## src/rtl/lvds_win_timer.sv

```systemverilog
// Free-running window counter 0..WIN_CYC-1; win_last flags the final cycle of each window.
module lvds_win_timer #(
  parameter int unsigned WIN_CYC = 250_000_000
) (
  input  logic clk,
  input  logic rst,
  output logic win_last
);

  localparam int unsigned CW = (WIN_CYC > 2) ? $clog2(WIN_CYC) : 1;

  logic [CW-1:0] cnt_q, cnt_d;

  always_comb begin
    win_last = (cnt_q == CW'(WIN_CYC - 1));
    cnt_d    = win_last ? '0 : cnt_q + CW'(1);
  end

  always_ff @(posedge clk) begin
    if (rst) cnt_q <= '0;
    else     cnt_q <= cnt_d;
  end

endmodule

```

## config.mk

```make
export PLATFORM = sky130hd
export DESIGN_NAME = lvds_win_timer
export DESIGN_NICKNAME = d
export VERILOG_FILES = /design/src/rtl/lvds_win_timer.sv
export SDC_FILE = /design/constraint.sdc
export NUM_CORES = 1
export LEC_CHECK = 0
export BUFFER_PORTS_ARGS = -buffer_cell sky130_fd_sc_hd__buf_2
export CAP_MARGIN = 20
export CORE_MARGIN = 3
export CORE_UTILIZATION = 55
export DETAILED_ROUTE_END_ITERATION = 7
export PLACE_DENSITY = 0.71
export RECOVER_POWER = 100
export SYNTH_ARGS = -nofsm -noshare
export SYNTH_HDL_FRONTEND = slang
export SYNTH_SLANG_ARGS = --single-unit
```

## constraint.sdc

```tcl
create_clock -name clk -period 2.8 [get_ports clk]
set_clock_uncertainty 0.1 [all_clocks]
set_input_delay 0.14 -clock clk [delete_from_list [all_inputs] [get_ports clk]]
set_output_delay 0.14 -clock clk [all_outputs]
set_load 0.05 [all_outputs]
```

==> summary.txt <==
WS Path Type: reg -> reg
proportion of layout cells with a drive suffix above 1: 0.0828
crit path DAT: 2620 ps
CP max FO: 19
GPL Wtd Cong: 0.795
clk buf depth: 2
post-synthesis sequential area ratio: 0.414
Top Ports: 3
Net Count, Synth: 159
Worst Tran Pin Value: 510 ps
Die W: 55.6 um
Initial Util: 0.595
Tmin final: 2500 ps
NumNets Final: 161
Largest register FFs: 28
worst vdd ir: 0.387 mV
PortBufs: 2
Detailed Place HPWL: 2.00 mm
initial antenna violation count: 0
die area: 3100 um2
Area Overhead vs Synth: 4.15%
commonest non-fill, non-tap cell in the layout: dfxtp_1
setup TNS: 0 ps
Clock Pin Slew Worst Setup and Hold Paths: 140 ps
Cell variety after synth: 31
pwr/cell area: 439 nW/um2
Cell Area, Synth: 1360 um2
maximum clock rate: 401 MHz
CP delay by family, top: simple AND/OR/NAND/NOR gates
Tcrit/Tclk final: 0.891
Routed Antenna Nets: 0
average size of a mapped cell: 8.69 um2
grt ovf: 0
LEAKAGE: 0.000443 uW
Syn Inst Count: 156
post-place setup slack: 450 ps
number of buffers created by CTS: 3
final slew viol count: 0
row count: 17
Startpoint Class: register
vias in the first global route: 1057
clk_lat worst skew: 330 ps
Critical Path Sink Type: register
DRC viols: 0
Crit path required time: 2920 ps
final WL: 2.74 mm
largest registers: cnt_q: 28 flops
critical-path cell list: ha_1 > and3_1 > nand2_1 > o41ai_4 > clkbuf_2 > nor2_1
CTS tree: built
Worst Hold Class: reg -> reg
GRT Resource Usage Total: 0.188
post-CTS sizing: 0
vias per cell: 6.12
CTS root buf: clkbuf_4
final hold viol count: 0
RSZ-0062 raised after global routing: no
Post-CTS Setup Inserts: 0
post-synthesis register bit count: 28
Yosys Warn Count: 0
Hold Buf Count CTS: 1
Max Cap Viol: 0
initial DRC count: 31
clk sinks: 28
Largest Register: cnt_q
core area: 2280 um2
relative slew slack: 0.659
via count: 1132
Setup WS post-layout: 305 ps
H-tree depth: 1
First-pass DRT Iterations: 4
slowest CP cell: o41ai_4
first-pass GRT wire length: 4.69 mm
slowest stage delay, CP: 570 ps
CP Buf/Inv Count: 1
most frequent cells in the layout: 28 x dfxtp_1, 17 x nor2_1, 13 x nand3_1
largest net degree at the start of global routing: 20
die height: 55.6 um
WL per Instance: 14.8 um
Setup violations, final: 0
Antenna Cells: 0
status: complete, no violations
-- metrics by stage --
step | total power, uW | utilization | instances | hold slack, ps | area, um2
2_1_floorplan | 426 | - | 156 | 112 | 1360
3_3_place_gp | 430 | 0.601 | 180 | 231 | 1370
3_5_place_dp | 432 | 0.601 | 180 | 233 | 1370
4_1_cts | 629 | 0.621 | 185 | 395 | 1410
5_1_grt | 645 | 0.620 | 185 | 436 | 1410
6_report | 620 | 0.620 | 185 | 396 | 1410
-- path summary, 6_finish.rpt --
kind	start	end	slack, ps	cells after the start
worst min-delay path	cnt_q[27]	cnt_q[27]	400	2
worst max register to register	cnt_q[0]	cnt_q[4]	300	6
worst max-delay path	cnt_q[0]	cnt_q[4]	300	6
worst min register to register	cnt_q[27]	cnt_q[27]	400	2
-- report_power, final --
group          internal (uW)  leakage (uW)  switching [uW]
logic                   6.60      0.000195            10.1
clock network           79.7     0.0000210             117
registers                402      0.000226            4.33
total                    488      0.000443             131
-- final cells by class --
type | count | area [um2]
fillers | 194 | 865
multi-input cells | 117 | 739
flip-flops and latches | 28 | 561
clock buffers | 4 | 36.3
well taps | 28 | 35.0
repair buffers | 4 | 25.0
inverters | 4 | 15.0
-- cells by family after synthesis --
kind of cell | count (synthesis) | share of synthesized area
AND/OR/NAND/NOR | 77 | 0.327
flip-flops | 28 | 0.414
AO/OA/AOI/OAI | 25 | 0.119
XOR/XNOR | 14 | 0.0905
buffers and inverters | 11 | 0.0406
adder cells (fa/ha/maj) | 1 | 0.00923
-- layer usage --
metal	share of wire	up-vias	track usage
met1	0.48	526	0.246
li1	-	578	-
met5	0	-	0
met4	0.019	0	0.0972
met3	0.036	6	0.0325
met2	0.47	22	0.294
-- tightest hold or removal path, delay by kind of cell, from the launching register on --
kind           cells  cell delay [ps]
AO/OA/AOI/OAI      2              110
flip-flops         1              350
-- synthesized netlist by cell type --
| cell | n | area (um2) |
|---|---|---|
| and4_2 | 1 | 10.0 |
| xnor2_1 | 7 | 61.3 |
| nor2_1 | 17 | 63.8 |
| or2_2 | 1 | 6.26 |
| nor3_1 | 1 | 5.00 |
| inv_1 | 4 | 15.0 |
| or4_1 | 4 | 30.0 |
| ha_1 | 1 | 12.5 |
| nor4_1 | 6 | 37.5 |
| nand3_1 | 13 | 65.1 |
| o31ai_1 | 4 | 30.0 |
| nand4_1 | 9 | 56.3 |
| nor3b_1 | 1 | 7.51 |
| o41ai_1 | 1 | 8.76 |
| nor4b_1 | 1 | 8.76 |
| a21oi_1 | 12 | 60.1 |
| and4_1 | 2 | 17.5 |
| o21ai_0 | 7 | 35.0 |
| and3_1 | 3 | 18.8 |
| clkbuf_2 | 1 | 5.00 |
| o41ai_4 | 1 | 27.5 |
| dfxtp_1 | 28 | 561 |
| buf_2 | 4 | 20.0 |
| clkbuf_1 | 1 | 3.75 |
| buf_6 | 1 | 11.3 |
| or4_4 | 2 | 22.5 |
| nand4bb_1 | 1 | 11.3 |
| or3_1 | 7 | 43.8 |
| xor2_1 | 7 | 61.3 |
| nand4_2 | 1 | 12.5 |
| nand2_1 | 7 | 26.3 |
(Power assumes the default switching activity.)
